==> src/rtl/pipe_stage_skid_pkg.sv <==
// Shared definitions for the pipeline-stage registers: FSM states, packed
// field offsets used by instantiators and per-stage bubble constants.
package pipe_pkg;

  typedef enum logic [1:0] {
    ST_EMPTY = 2'd0,
    ST_ONE   = 2'd1,
    ST_FULL  = 2'd2
  } state_e;

  localparam int OCC_W = 2;

  // EX/MEM control byte layout
  localparam int EX_MEM_CTRL_W     = 8;
  localparam int CTRL_REGWR_BIT    = 0;
  localparam int CTRL_MEMWR_BIT    = 1;
  localparam int CTRL_MEMRD_BIT    = 2;
  localparam int CTRL_MEMTOREG_LSB = 3;
  localparam int CTRL_MEMTOREG_W   = 2;
  localparam int CTRL_PCSRC_LSB    = 5;
  localparam int CTRL_PCSRC_W      = 3;

  // EX/MEM data vector layout
  localparam int EX_MEM_DATA_W  = 128;
  localparam int ALU_RESULT_LSB = 0;
  localparam int READ_DATA2_LSB = 32;
  localparam int CONBA_LSB      = 64;
  localparam int PC_PLUS4_LSB   = 96;

  localparam logic [31:0] CONBA_RST = 32'h8000_0000;
  localparam logic [EX_MEM_DATA_W-1:0] EX_MEM_DATA_RST = {32'h0, CONBA_RST, 64'h0};

  // Bubbles carry no write/read enables
  localparam logic [7:0] IF_ID_BUB  = 8'h00;
  localparam logic [7:0] ID_EX_BUB  = 8'h00;
  localparam logic [7:0] EX_MEM_BUB = 8'h00;
  localparam logic [7:0] MEM_WB_BUB = 8'h00;

  function automatic logic [OCC_W-1:0] occ_of(input state_e s);
    case (s)
      ST_ONE:  occ_of = 2'd1;
      ST_FULL: occ_of = 2'd2;
      default: occ_of = 2'd0;
    endcase
  endfunction

endpackage

==> src/rtl/pipe_stage_skid_if.sv <==
// Handshake bundle between a pipeline stage and its neighbours; the slave
// modport is the stage itself, the master modport is whoever drives it.
interface pipe_stage_skid_if
  import pipe_pkg::*;
#(
  parameter int CTRL_W = 8,
  parameter int DATA_W = 128,
  parameter int CNT_W  = 16
);
  logic              in_valid;
  logic              in_ready;
  logic [CTRL_W-1:0] in_ctrl;
  logic [DATA_W-1:0] in_data;
  logic              flush;
  logic              out_valid;
  logic              out_ready;
  logic [CTRL_W-1:0] out_ctrl;
  logic [DATA_W-1:0] out_data;
  logic [OCC_W-1:0]  occupancy;
  logic [CNT_W-1:0]  stall_cnt;

  modport slave (
    input  in_valid, in_ctrl, in_data, flush, out_ready,
    output in_ready, out_valid, out_ctrl, out_data, occupancy, stall_cnt
  );

  modport master (
    output in_valid, in_ctrl, in_data, flush, out_ready,
    input  in_ready, out_valid, out_ctrl, out_data, occupancy, stall_cnt
  );
endinterface

==> src/rtl/pipe_stage_skid_sat_counter.sv <==
// Up-counter that sticks at all-ones; sat_o flags the sticky condition.
module sat_counter #(
  parameter int CNT_W = 16
) (
  input  logic             clk,
  input  logic             reset,
  input  logic             inc_i,
  output logic [CNT_W-1:0] cnt_o,
  output logic             sat_o
);
  logic [CNT_W-1:0] cnt_q, cnt_d;

  assign sat_o = &cnt_q;
  assign cnt_o = cnt_q;

  always_comb begin
    cnt_d = cnt_q;
    if (inc_i && !sat_o) cnt_d = cnt_q + CNT_W'(1);
  end

  always_ff @(posedge clk or negedge reset) begin
    if (!reset) cnt_q <= '0;
    else        cnt_q <= cnt_d;
  end
endmodule

==> src/rtl/pipe_stage_skid.sv <==
// Parametrised pipeline-stage register with a 2-entry skid buffer, flush with
// bubble injection and a saturating stall counter.
//
//   state    | meaning
//   ST_EMPTY | nothing held, outputs show a bubble
//   ST_ONE   | head valid, skid free, in_ready=1
//   ST_FULL  | head and skid valid, in_ready=0
module pipe_stage_skid
  import pipe_pkg::*;
#(
  parameter int                CTRL_W   = 8,
  parameter int                DATA_W   = 128,
  parameter logic [CTRL_W-1:0] CTRL_RST = '0,
  parameter logic [CTRL_W-1:0] CTRL_BUB = '0,
  parameter logic [DATA_W-1:0] DATA_RST = '0,
  parameter int                CNT_W    = 16
) (
  input logic              clk,
  input logic              reset,
  pipe_stage_skid_if.slave bus
);
  state_e            state_q, state_d;
  logic              in_ready_q;
  logic              out_valid_q;
  logic [OCC_W-1:0]  occ_q;
  logic [CTRL_W-1:0] head_ctrl_q, head_ctrl_d, skid_ctrl_q;
  logic [DATA_W-1:0] head_data_q, skid_data_q;

  logic acc, pop;
  logic ld_head_in, ld_head_skid, ld_skid;
  logic stall_now, stall_sat;

  assign acc = bus.in_valid & in_ready_q;
  assign pop = out_valid_q & bus.out_ready;

  always_comb begin
    state_d      = state_q;
    ld_head_in   = 1'b0;
    ld_head_skid = 1'b0;
    ld_skid      = 1'b0;
    case (state_q)
      ST_EMPTY: begin
        if (acc) begin
          state_d    = ST_ONE;
          ld_head_in = 1'b1;
        end
      end
      ST_ONE: begin
        if (acc && pop) begin
          ld_head_in = 1'b1;
        end else if (acc) begin
          state_d = ST_FULL;
          ld_skid = 1'b1;
        end else if (pop) begin
          state_d = ST_EMPTY;
        end
      end
      ST_FULL: begin
        if (pop) begin
          state_d      = ST_ONE;
          ld_head_skid = 1'b1;
        end
      end
      default: state_d = ST_EMPTY;
    endcase
    // Flush kills both entries and any same-cycle capture
    if (bus.flush) begin
      state_d      = ST_EMPTY;
      ld_head_in   = 1'b0;
      ld_head_skid = 1'b0;
      ld_skid      = 1'b0;
    end
  end

  // Head control is forced to the bubble whenever the head goes invalid
  always_comb begin
    head_ctrl_d = head_ctrl_q;
    if (ld_head_in)               head_ctrl_d = bus.in_ctrl;
    else if (ld_head_skid)        head_ctrl_d = skid_ctrl_q;
    else if (state_d == ST_EMPTY) head_ctrl_d = CTRL_BUB;
  end

  always_ff @(posedge clk or negedge reset) begin
    if (!reset) begin
      state_q     <= ST_EMPTY;
      in_ready_q  <= 1'b1;
      out_valid_q <= 1'b0;
      occ_q       <= '0;
      head_ctrl_q <= CTRL_RST;
      head_data_q <= DATA_RST;
      skid_ctrl_q <= CTRL_RST;
      skid_data_q <= DATA_RST;
    end else begin
      state_q     <= state_d;
      in_ready_q  <= (state_d != ST_FULL);
      out_valid_q <= (state_d != ST_EMPTY);
      occ_q       <= occ_of(state_d);
      head_ctrl_q <= head_ctrl_d;
      if (ld_head_in)        head_data_q <= bus.in_data;
      else if (ld_head_skid) head_data_q <= skid_data_q;
      if (ld_skid) begin
        skid_ctrl_q <= bus.in_ctrl;
        skid_data_q <= bus.in_data;
      end
    end
  end

  assign stall_now = out_valid_q & ~bus.out_ready;

  sat_counter #(.CNT_W(CNT_W)) u_stall_cnt (
    .clk   (clk),
    .reset (reset),
    .inc_i (stall_now & ~stall_sat),
    .cnt_o (bus.stall_cnt),
    .sat_o (stall_sat)
  );

  assign bus.in_ready  = in_ready_q;
  assign bus.out_valid = out_valid_q;
  assign bus.out_ctrl  = head_ctrl_q;
  assign bus.out_data  = head_data_q;
  assign bus.occupancy = occ_q;
endmodule

==> src/flat_wrapper.sv <==
// flat-port wrapper written by rule: the top's interface ports become plain ports
module pipe_stage_skid_flat import pipe_pkg::*;
#(
  parameter int                CTRL_W   = 8,
  parameter int                DATA_W   = 128,
  parameter logic [CTRL_W-1:0] CTRL_RST = '0,
  parameter logic [CTRL_W-1:0] CTRL_BUB = '0,
  parameter logic [DATA_W-1:0] DATA_RST = '0,
  parameter int                CNT_W    = 16
)
  (clk, reset, bus_in_valid, bus_in_ctrl, bus_in_data, bus_flush, bus_out_ready, bus_in_ready, bus_out_valid, bus_out_ctrl, bus_out_data, bus_occupancy, bus_stall_cnt);
  pipe_stage_skid_if #(.CTRL_W(CTRL_W), .DATA_W(DATA_W), .CNT_W(CNT_W)) bus_i ();
  input logic clk;
  input logic reset;
  input wire logic [$bits(bus_i.in_valid)-1:0] bus_in_valid;
  input wire logic [$bits(bus_i.in_ctrl)-1:0] bus_in_ctrl;
  input wire logic [$bits(bus_i.in_data)-1:0] bus_in_data;
  input wire logic [$bits(bus_i.flush)-1:0] bus_flush;
  input wire logic [$bits(bus_i.out_ready)-1:0] bus_out_ready;
  output wire logic [$bits(bus_i.in_ready)-1:0] bus_in_ready;
  output wire logic [$bits(bus_i.out_valid)-1:0] bus_out_valid;
  output wire logic [$bits(bus_i.out_ctrl)-1:0] bus_out_ctrl;
  output wire logic [$bits(bus_i.out_data)-1:0] bus_out_data;
  output wire logic [$bits(bus_i.occupancy)-1:0] bus_occupancy;
  output wire logic [$bits(bus_i.stall_cnt)-1:0] bus_stall_cnt;
  assign bus_i.in_valid = bus_in_valid;
  assign bus_i.in_ctrl = bus_in_ctrl;
  assign bus_i.in_data = bus_in_data;
  assign bus_i.flush = bus_flush;
  assign bus_i.out_ready = bus_out_ready;
  assign bus_in_ready = bus_i.in_ready;
  assign bus_out_valid = bus_i.out_valid;
  assign bus_out_ctrl = bus_i.out_ctrl;
  assign bus_out_data = bus_i.out_data;
  assign bus_occupancy = bus_i.occupancy;
  assign bus_stall_cnt = bus_i.stall_cnt;
  pipe_stage_skid #(.CTRL_W(CTRL_W), .DATA_W(DATA_W), .CTRL_RST(CTRL_RST), .CTRL_BUB(CTRL_BUB), .DATA_RST(DATA_RST), .CNT_W(CNT_W)) u_core (.clk(clk), .reset(reset), .bus(bus_i));
endmodule
==> config.mk <==
export PLATFORM = sky130hd
export DESIGN_NAME = pipe_stage_skid_flat
export DESIGN_NICKNAME = d
export VERILOG_FILES = /design/src/rtl/pipe_stage_skid_pkg.sv /design/src/rtl/pipe_stage_skid_if.sv /design/src/rtl/pipe_stage_skid_sat_counter.sv /design/src/rtl/pipe_stage_skid.sv /design/src/flat_wrapper.sv
export SDC_FILE = /design/constraint.sdc
export NUM_CORES = 1
export LEC_CHECK = 0
export BUFFER_PORTS_ARGS = -buffer_cell sky130_fd_sc_hd__buf_2
export CORE_ASPECT_RATIO = 0.7
export CORE_MARGIN = 2
export CORE_UTILIZATION = 35
export CTS_BUF_LIST = sky130_fd_sc_hd__clkbuf_8 sky130_fd_sc_hd__clkbuf_16
export DETAILED_ROUTE_END_ITERATION = 6
export SYNTH_ARGS = -nofsm -noshare
export SYNTH_HDL_FRONTEND = slang
export SYNTH_SLANG_ARGS = --single-unit
==> constraint.sdc <==
create_clock -name clk -period 3.4 [get_ports clk]
set_input_delay 0.17 -clock clk [delete_from_list [all_inputs] [get_ports clk]]
set_output_delay 0.17 -clock clk [all_outputs]
set_load 0.03 [all_outputs]
==> summary.md, run 1 <==
| Metric | Value |
|---|---|
| EDFF count, synth | 0 |
| Die width | 225 um |
| Remaining antenna violation count after routing | 0 |
| Final setup fails | 0 |
| Share of layout cells above drive strength 1 | 0.361 |
| RSZ-0062 raised after global routing | false |
| Commonest non-fill, non-tap cell in the layout | buf_2 |
| Commonest non-fill, non-tap cells in the layout | 295 x buf_2, 293 x dfrtp_1, 140 x dlygate4sd3_1, 130 x a21o_1, 128 x a22o_1 |
| Cell variety after synth | 40 |
| Number of nets in the layout | 1410 |
| Dpl cells | 1531 |
| Cell Pwr Density | 702 mW/mm^2 |
| Fmax | 0.436 GHz |
| Min-Delay Path Class | input pin to register |
| Row cnt | 56 |
| Status | finished, final reports clean |
| Final Slew Violations | 0 |
| Initial antenna violation count | 0 |
| Worst Max-Slew Pin Slew | 0.895 ns |
| All-Layer GR Usage | 0.167 |
| Final Cycle Share | 0.675 |
| IO Pins | 297 |
| TritonCTS Buffers | 30 |
| Post-synthesis sequential area ratio | 0.617 |
| Starting density of the core | 0.356 |
| Core ar. | 0.0335 sq mm |
| Worst Setup End Kind | register |
| Setup crit start kind | register |
| Warnings, synthesis | 0 |
| Setup CP Type | register to register |
| Die footprint | 0.0356 sq mm |
| Clk_lat worst skew | 0.56 ns |
| Final Hold Slack | 0.188 ns |
| Post-synth top flop | dfrtp_1 |
| Post-route setup TNS | 0 ns |
| Initial DRC Count | 553 |
| Area grow syn2layout | 36.6% |
| Diodes inserted | 0 |
| Minimum clock period | 2.30 ns |
| Synth area leaders | dfrtp_1 62%, a22o_1 9.4%, mux2_2 9.3% |
| CTS tree | done |
| GPL Wtd Cong | 0.776 |
| DRC Markers | 0 |
| Worst-case clock buffer depth | 3 |
| Async SR Flop Fraction | 1.00 |
| H-tree levels | 1 |
| Synth Instances | 839 |
| WP data required | 3.83 ns |
| Arrival @ worst endpoint | 2.73 ns |
| Fill count | 3001 |
| Yosys reg bits | 294 |
| Relative slew slack | 0.403 |
| Yosys top cell area share | 0.615 |
| Final setup margin | 1.10 ns |
| Placement Setup Slack | 1.10 ns |
| Worst IR Drop VDD | 418 uV |
| Leakage | 8.55 nW |
| Max Cap Viol | 0 |
| Vias post-DR | 8560 |
| CTS root buffer | clkbuf_16 |
| DR vias/cell | 4.97 |
| Mean area per synthesized cell | 14.2 sq um |
| Clk_skew | 0.0125 ns |
| Syn_nets | 981 |
| Per-cell routed wire length | 17.7 um |
| Reg clk slew, reported paths | 0.06 ns |
| Largest net degree at the start of global routing | 137 |
| Post-Layout Cell Count | 1722 |
| Port buffer count | 296 |
| Vias in the first global route | 8807 |
| Final WL | 30.5 mm |
| Die Ht | 158 um |
| Drt first pass iters | 4 |
| First-pass GRT wire length | 47.7 mm |
| Cell accounting for the most synthesized area | dfrtp_1 |
| Post-Synthesis Cell Area | 0.0119 sq mm |
| Sink Count | 294 |
| Crit path max fanout | 43 |
| Total grt overflow | 0 |
| Final hold violation count | 0 |
| Post-DP HPWL | 18.7 mm |
-- critical path, stage by stage, from the launching register on --
cell      delay (ns)
dfrtp_1         0.40
nand2_1         0.21
nand2b_1        0.20
or2_4           0.61
buf_4           0.38
mux2_2          0.37
-- per-stage QoR --
stage	utilization	power [mW]	instance area [sq um]
2_1_floorplan	-	7.04	11900
3_3_place_gp	0.414	7.94	13900
3_5_place_dp	0.414	8.04	13900
4_1_cts	0.486	11.6	16300
5_1_grt	0.486	12.0	16300
6_report	0.486	11.4	16300
-- final timing paths --
path	start	to	depth (start not counted)	slack (ns)
worst max-delay path	u_core.bus.out_valid$_DFF_PN0_	u_core.skid_data_q[54]$_DFFE_PN0P_	5	1.10
worst min register to register	u_core.bus.out_data[108]$_DFFE_PN0P_	u_core.bus.out_data[108]$_DFFE_PN0P_	1	0.47
worst min-delay path	bus_in_valid	u_core.bus.out_valid$_DFF_PN0_	4	0.19
worst max register to register	u_core.bus.out_valid$_DFF_PN0_	u_core.skid_data_q[54]$_DFFE_PN0P_	5	1.10
min in group asynchronous	reset	u_core.bus.out_data[39]$_DFFE_PN0P_	2	0.28
max in group asynchronous	reset	u_core.bus.in_ready$_DFF_PN1_	3	2.26
-- flip-flops by register name, indices dropped and copies added, names as in the netlist --
name,count
u_core.bus.out_data,128
u_core.skid_data_q,128
u_core.u_stall_cnt.cnt_o,16
u_core.bus.out_ctrl,8
u_core.skid_ctrl_q,8
u_core.bus.occupancy,2
u_core.state_q,2
u_core.bus.in_ready,1
u_core.bus.out_valid,1
-- report_power, final --
group	switching, mW	total (mW)	leakage (nW)	internal [mW]
clock network	1.36	3.34	0.513	1.97
registers	0.599	5.20	3.64	4.60
logic	1.64	2.90	4.39	1.26
-- kinds of logic (layout without fill, tap and decap cells) --
group                      after synthesis  in the layout  synth area share
muxes                                  138            138             0.130
adders and majority gates                1              1           0.00105
AOI/OAI and AO/OA                      278            278             0.191
and+or+nand+nor                         55             55            0.0262
DFF                                    294            294             0.617
buffers and inverters                   60            508            0.0246
xor gates and xnor gates                13             13           0.00955
-- cell usage after synthesis, types with 3 or more instances --
library cell    n
buf_6           5
a221o_1         8
mux2_1         40
nor2_1          5
and2_0          8
a22o_1        128
a21oi_1         4
mux2_2         98
buf_2          18
nand2_1         7
nor3_1          6
xor2_1         10
a21o_1        130
dfrtp_1       293
clkbuf_1       33
nand2b_1        3
xnor2_1         3
nand4_1         7
and3_1          3
nand3_1         4
-- repair_timing --
item | CTS | global route
endpoints found under the setup margin | 0 | 0
hold buffers | 140 | 0
buffers inserted | 0 | 0
hold endpoints to repair | 380 | 0
resized for setup | 0 | 0
-- layout make-up --
class	instances	area [sq um]	share of cell area
flip-flops and latches	294	7360	0.452
multi-input cells	485	4290	0.263
repair buffers	455	3090	0.190
clock buffers	36	845	0.0519
well taps	435	544	0.0334
clock inverters	15	153	0.00938
inverters	2	7.51	0.000461
-- routing by layer --
layer  wire length [um]  up-vias  track usage
met4                528        0       0.0363
met5                  0        -            0
met2              13700      222        0.263
met1              14200     4305        0.230
li1                   -     3991            -
met3               2010       42       0.0474
(Power assumes the default switching activity.)
==> run 2, diff against run 1 <==
==> constraint.sdc (replaced) <==
create_clock -name clk -period 2.3 [get_ports clk]
set_input_delay 0.115 -clock clk [delete_from_list [all_inputs] [get_ports clk]]
set_output_delay 0.115 -clock clk [all_outputs]
set_load 0.03 [all_outputs]
==> run 2 against run 1 <==
Against the previous run:
- cell area increased by 0.45%
- combinational power increased by 50%
- utilization increased by 0.22 points
- clock power increased by 37%
- sequential cell count unchanged
- final cell count increased by 0.41%
- first-iteration DRC count decreased by 11%
- sequential share of layout area decreased by 0.20 points
==> summary.md, run 2 (same netlist as run 1, synthesis figures left out) <==
| Metric | Value |
|---|---|
| Diodes inserted | 0 (unchanged) |
| Seq pwr share | 0.462 (+0.008) |
| Worst-case clock buffer depth | 3 (unchanged) |
| Max Cap Viol | 0 (unchanged) |
| Clock Power Share | 0.276 (-0.016) |
| Per-cell routed wire length | 17.8 um (+0.33%) |
| Clk_lat worst skew | 0.55 ns (about the same) |
| Final setup fails | 0 (unchanged) |
| First-pass GRT wire length | 48.2 mm (+0.85%) |
| Vias post-DR | 8665 (+1.2%) |
| IO Pins | 297 (unchanged) |
| Initial DRC Count | 490 (-11%) |
| DRC Markers | 0 (unchanged) |
| CTS resizes | 0 (unchanged) |
| Total grt overflow | 0 (unchanged) |
| Core ar. | 0.0335 sq mm (unchanged) |
| Minimum clock period | 2.02 ns (-0.277 ns) |
| Number of nets in the layout | 1414 (+0.28%) |
| Vias in the first global route | 8898 (+1.0%) |
| Row cnt | 56 (unchanged) |
| Worst Setup End Kind | register |
| Final Instance Area | 0.0164 sq mm (+0.45%) |
| Setup crit start kind | register |
| Relative slew slack | 0.545 (+0.141) |
| All-Layer GR Usage | 0.169 (+0.00189) |
| RSZ-0062 raised after global routing | false |
| CTS root buffer | clkbuf_16 |
| Fmax | 0.495 GHz (+14%) |
| CTS tree | done |
| DR vias/cell | 5.01 (+0.82%) |
| Sink Count | 294 (unchanged) |
| Worst Max-Slew Pin Slew | 0.683 ns (-0.212 ns) |
| Worst IR Drop VDD | 713 uV (+71%) |
| GPL Wtd Cong | 0.772 (-0.41%) |
| Comb pwr share | 0.262 (+0.009) |
| Final core utilization | 0.488 (+0.00220) |
| DP Area | 0.0140 sq mm (+1.0%) |
| Clk_skew | 0.0143 ns (+0.00179 ns) |
| Sw frac | 0.320 (+0.00475) |
| Share of layout cells above drive strength 1 | 0.359 (-0.00273) |
| Initial antenna violation count | 0 (unchanged) |
| Leakage | 8.61 nW (+0.77%) |
| Cell Pwr Density | 1010 mW/mm^2 (+44%) |
| TritonCTS Buffers | 30 (unchanged) |
| Die Ht | 158 um (unchanged) |
| H-tree levels | 1 (unchanged) |
| Reg clk slew, reported paths | 0.06 ns (about the same) |
| Area grow syn2layout | 37.2% |
| Crit path max fanout | 49 (+14%) |
| Final WL | 30.7 mm (+0.74%) |
| Final Hold Slack | 0.125 ns (-0.0626 ns) |
| Final hold violation count | 0 (unchanged) |
| CP max stage cell | dfstp_2 |
| Min-Delay Path Class | input pin to register |
| Commonest non-fill, non-tap cells in the layout | 295 x buf_2, 293 x dfrtp_1, 140 x dlygate4sd3_1, 130 x a21o_1, 128 x a22o_1 |
| Largest net degree at the start of global routing | 97 (-29%) |
| Remaining antenna violation count after routing | 0 (unchanged) |
| CP peak stage delay | 0.53 ns (-0.08 ns) |
| Post-DP HPWL | 19.1 mm (+2.1%) |
| Post-route setup TNS | 0 ns (unchanged) |
| WP data required | 2.73 ns (-1.10 ns) |
| Pwr Total | 16.6 mW (+45%) |
| Starting density of the core | 0.356 (unchanged) |
| Final Cycle Share | 0.878 (+0.203) |
| Fill count | 2940 (-2.0%) |
| Setup CP Type | register to register |
| Cell Int Power | 11.3 mW (+44%) |
| Die footprint | 0.0356 sq mm (unchanged) |
| Drt first pass iters | 5 (+1) |
| Arrival @ worst endpoint | 2.45 ns (-0.28 ns) |
| Port buffer count | 296 (unchanged) |
| Sw Pwr | 5.30 mW (+47%) |
| Status | finished, final reports clean |
| Commonest non-fill, non-tap cell in the layout | buf_2 |
| Critical path, cell by cell | nand2_1 -> or2_1 -> or2_4 -> buf_12 -> mux2_1 |
| Die width | 225 um (unchanged) |
| Final Slew Violations | 0 (unchanged) |
[run 2: final timing paths]
path / from / to / slack, ns / cells after the start
min reg2reg: u_core.bus.out_data[94]$_DFFE_PN0P_ / u_core.bus.out_data[94]$_DFFE_PN0P_ / 0.47 / 1
max: u_core.bus.in_ready$_DFF_PN1_ / u_core.skid_data_q[107]$_DFFE_PN0P_ / 0.28 / 5
max in group asynchronous: reset / u_core.skid_data_q[61]$_DFFE_PN0P_ / 1.26 / 3
min in group asynchronous: reset / u_core.skid_data_q[104]$_DFFE_PN0P_ / 0.19 / 2
max reg2reg: u_core.bus.in_ready$_DFF_PN1_ / u_core.skid_data_q[107]$_DFFE_PN0P_ / 0.28 / 5
min: bus_in_valid / u_core.bus.out_valid$_DFF_PN0_ / 0.13 / 4
[run 2: layout make-up]
class	count	area (sq um)	share of cell area
flip-flops and latches	294	7360	0.450
multi-input cells	485	4290	0.262
repair buffers	459	3230	0.197
clock buffers	36	845	0.0516
well taps	435	544	0.0333
clock inverters	18	83.8	0.00513
inverters	2	7.51	0.000459
[run 2: per-stage QoR]
step	std cells	setup slack [ns]
after floorplan	839	0.210
after global placement	1535	0.349
after detailed placement	1535	0.310
after CTS	1729	0.302
after global routing	1729	0.151
final	1729	0.281
[run 2: timing repair]
action | 4_1_cts | 5_1_grt
hold endpoints to repair | 344 | 0
setup buffers | 0 | 0
hold buffers | 140 | 0
[run 2: per-layer routing]
layer  track usage  vias to the layer above  wire [um]
met5             0                        -          0
met4        0.0344                        0        518
met3        0.0487                       42       2100
met2         0.271                      229      14100
met1         0.229                     4388      14000
li1              -                     4006          -
[run 2: worst max-delay path: cells and delay by family, from the launching register on]
kind                   cells  cell delay (ns)
DFF                        1             0.53
muxes                      1             0.36
buffers and inverters      1             0.20
and+or+nand+nor            3             0.75
[run 2: power groups by stage]
stage	logic [mW]	registers, mW	clock network, mW
2_1_floorplan	1.61	8.80	0
3_3_place_gp	4.12	7.65	0
3_5_place_dp	4.20	7.72	0
4_1_cts	4.40	7.64	4.74
5_1_grt	4.69	7.85	4.94
6_report	4.35	7.66	4.57
==> run 3, diff against run 2 <==
--- a/config.mk
+++ b/config.mk
@@ -5,6 +5,7 @@
 export SDC_FILE = /design/constraint.sdc
 export NUM_CORES = 1
 export LEC_CHECK = 0
+export ABC_AREA = 1
 export BUFFER_PORTS_ARGS = -buffer_cell sky130_fd_sc_hd__buf_2
 export CORE_ASPECT_RATIO = 0.7
 export CORE_MARGIN = 2
==> run 3 against run 2 <==
Against the previous run:
- via count grew 22%
- setup slack lost 0.051 ns
- routed wire length grew 15%
- largest power group unchanged
- worst hold slack lost 0.020 ns
- sequential power shrank 3.5%
- combinational power grew 11%
- total power grew 5.7%
- highest routed layer is now met5
- synthesized cell count grew 58%
- maximum frequency shrank 2.4%
- non-clock buffer count grew 4
- clock skew shrank 0.0018 ns
==> summary.md, run 3 <==
| Metric | Value |
|---|---|
| Mean area per synthesized cell | 9.44 sq um (-34%) |
| Final setup fails | 0 (unchanged) |
| Synth Instances | 1328 (+58%) |
| Post-DP HPWL | 21.9 mm (+15%) |
| Initial antenna violation count | 3 (+3) |
| Final Cycle Share | 0.900 (+0.0220) |
| Fill count | 3222 (+9.6%) |
| Final hold violation count | 0 (unchanged) |
| Cell variety after synth | 28 (-30%) |
| H-tree levels | 1 (unchanged) |
| Top post-synthesis cells by count | 376 x nand2_1, 293 x dfrtp_1, 130 x nor2_1, 129 x inv_1, 113 x a21oi_1 |
| Total grt overflow | 0 (unchanged) |
| Post-Synthesis Cell Area | 0.0125 sq mm (+5.2%) |
| Relative slew slack | 0.528 (-0.0164) |
| Drt first pass iters | 4 (-1) |
| TritonCTS Buffers | 30 (unchanged) |
| Crit path max fanout | 136 (+180%) |
| CTS resizes | 0 (unchanged) |
| Pwr Total | 17.5 mW (+5.7%) |
| Synth area leaders | dfrtp_1 58%, nand2_1 11%, o211ai_2 6.4% |
| DP Area | 0.0146 sq mm (+3.8%) |
| Minimum clock period | 2.07 ns (+0.0506 ns) |
| Starting density of the core | 0.358 (+0.00208) |
| Final Slew Violations | 0 (unchanged) |
| Share of layout cells above drive strength 1 | 0.255 (-0.104) |
| Commonest non-fill, non-tap cell in the layout | nand2_1 |
| Initial DRC Count | 599 (+22%) |
| RSZ-0062 raised after global routing | false |
| Commonest non-fill, non-tap cells in the layout | 375 x nand2_1, 295 x buf_2, 293 x dfrtp_1, 139 x dlygate4sd3_1, 133 x inv_1 |
| DR vias/cell | 4.73 (-5.6%) |
| EDFF count, synth | 0 (unchanged) |
| Number of nets in the layout | 1890 (+34%) |
| Vias post-DR | 10600 (+22%) |
| Placement Setup Slack | 0.166 ns (-0.144 ns) |
| IO Pins | 297 (unchanged) |
| Min-Delay Path Class | input pin to register |
| Worst IR Drop VDD | 511 uV (-28%) |
| Async SR Flop Fraction | 1.00 (unchanged) |
| Post-synth top flop | dfrtp_1 |
| Final setup margin | 0.230 ns (-0.0506 ns) |
| Setup crit start kind | register |
| Fmax | 0.483 GHz (-2.4%) |
| Arrival @ worst endpoint | 2.55 ns (+0.10 ns) |
| Core ar. | 0.0350 sq mm (+4.6%) |
| Clk_skew | 0.0125 ns (-0.00177 ns) |
| First-pass GRT wire length | 56.8 mm (+18%) |
| Post-route setup TNS | 0 ns (unchanged) |
| Die width | 230 um (+2.5%) |
| Area grow syn2layout | 35.8% |
| Final WL | 35.3 mm (+15%) |
| Sink Count | 294 (unchanged) |
| All-Layer GR Usage | 0.187 (+0.0179) |
| Per-cell routed wire length | 15.7 um (-11%) |
| GPL Wtd Cong | 0.832 (+7.8%) |
| Port buffer count | 296 (unchanged) |
| Warnings, synthesis | 0 (unchanged) |
| Vias in the first global route | 10600 (+20%) |
| Final Instance Area | 0.0170 sq mm (+4.1%) |
| Yosys reg bits | 294 (unchanged) |
| Count leader, synth | nand2_1 |
| Die footprint | 0.0374 sq mm (+5.1%) |
| Row cnt | 57 (+1.8%) |
| CTS tree | done |
| DRC Markers | 0 (unchanged) |
| Die Ht | 162 um (+2.5%) |
| Reg clk slew, reported paths | 0.06 ns (about the same) |
| Register area | 0.00736 sq mm (unchanged) |
| Post-Layout Cell Count | 2242 (+30%) |
| Cell accounting for the most synthesized area | dfrtp_1 |
| Dpl cells | 2048 (+33%) |
| Clk_lat worst skew | 0.56 ns (about the same) |
| Status | finished, final reports clean |
| Worst-case clock buffer depth | 3 (unchanged) |
| WP data required | 2.78 ns (+0.05 ns) |
| Syn_nets | 1470 (+50%) |
| CTS root buffer | clkbuf_16 |
| Postcts setup bufs | 0 (unchanged) |
| Leakage | 8.88 nW (+3.1%) |
| Worst Setup End Kind | register |
| Remaining antenna violation count after routing | 0 (unchanged) |
| Max Cap Viol | 0 (unchanged) |
| Worst Max-Slew Pin Slew | 0.707 ns (+0.0239 ns) |
| Post-synthesis sequential area ratio | 0.587 (-0.0303) |
| Largest net degree at the start of global routing | 137 (+41%) |
| Setup CP Type | register to register |
| Multi-input logic area | 0.00427 sq mm (-0.35%) |
| Yosys top cell area share | 0.585 (-0.0302) |
| Cell Pwr Density | 1030 mW/mm^2 (+1.6%) |
-- run 3: cell types whose count changed after synthesis, moves of 10 or more --
cell and change:
a21o_1 -130, a21oi_1 +109, a22o_1 -128, a22oi_1 +23, buf_2 +12, clkbuf_1 -10
inv_1 +127, mux2_1 -40, mux2_2 -98, nand2_1 +369, nand3_1 +38, nor2_1 +125
o211ai_1 +49, o211ai_2 +64
-- run 3: path summary, 6_finish.rpt --
check	start	end	slack [ns]	cells after the start
worst max-delay path	u_core.bus.in_ready$_DFF_PN1_	u_core.bus.out_data[84]$_DFFE_PN0P_	0.23	7
worst min-delay path	bus_in_valid	u_core.bus.occupancy[0]$_DFF_PN0_	0.11	6
worst max register to register	u_core.bus.in_ready$_DFF_PN1_	u_core.bus.out_data[84]$_DFFE_PN0P_	0.23	7
worst min register to register	u_core.bus.out_data[127]$_DFFE_PN0P_	u_core.bus.out_data[127]$_DFFE_PN0P_	0.47	2
min in group asynchronous	reset	u_core.skid_data_q[54]$_DFFE_PN0P_	0.12	2
max in group asynchronous	reset	u_core.bus.in_ready$_DFF_PN1_	1.44	3
-- run 3: what timing repair did --
action,4_1_cts,5_1_grt
hold buffers,139,0
setup endpoints to repair,0,15
endpoints found under the hold margin,424,0
-- run 3: critical path: stages (launching register included) --
cell,delay [ns]
dfstp_2,0.52
nand2_1,0.11
nor2_1,0.11
nand2_1,0.11
nor2_4,0.24
buf_12,0.59
nand2_1,0.16
o211ai_2,0.12
-- run 3: per-stage QoR --
| step | utilization | hold slack (ns) |
|---|---|---|
| after floorplan | - | -0.181 |
| after global placement | 0.416 | 0.128 |
| after detailed placement | 0.416 | 0.131 |
| after CTS | 0.486 | 0.0764 |
| after global routing | 0.486 | 0.146 |
| final | 0.486 | 0.105 |
-- run 3: layout make-up --
type                       instances  share of cell area
clock buffer                      38              0.0512
antenna                            2            0.000294
inverter                         132              0.0293
multi-input combinational        827               0.251
timing repair buffer             463               0.190
tap                              472              0.0347
clock inverter                    14              0.0114
sequential                       294               0.432
-- run 3: kinds of logic after synthesis --
| family | count (synthesis) | share of synthesized area |
|---|---|---|
| simple gates | 559 | 0.176 |
| compound gates | 255 | 0.155 |
| buf+inv | 208 | 0.0737 |
| xor+xnor | 11 | 0.00769 |
| flops | 294 | 0.587 |
| fa+ha+maj | 1 | 0.000998 |
-- run 3: power by group --
group	total [mW]	switching (mW)	internal [mW]
Sequential	7.39	0.691	6.70
Clock	5.28	2.07	3.21
Combinational	4.85	3.25	1.60
Total	17.5	6.01	11.5
-- run 3: layer usage --
metal  vias up  global-route usage  wire [um]
li1       5129                   -          -
met1      5163               0.263      16400
met2       264               0.303      16500
met3        46              0.0341       1740
met4         2              0.0393        557
met5         -                   0         13
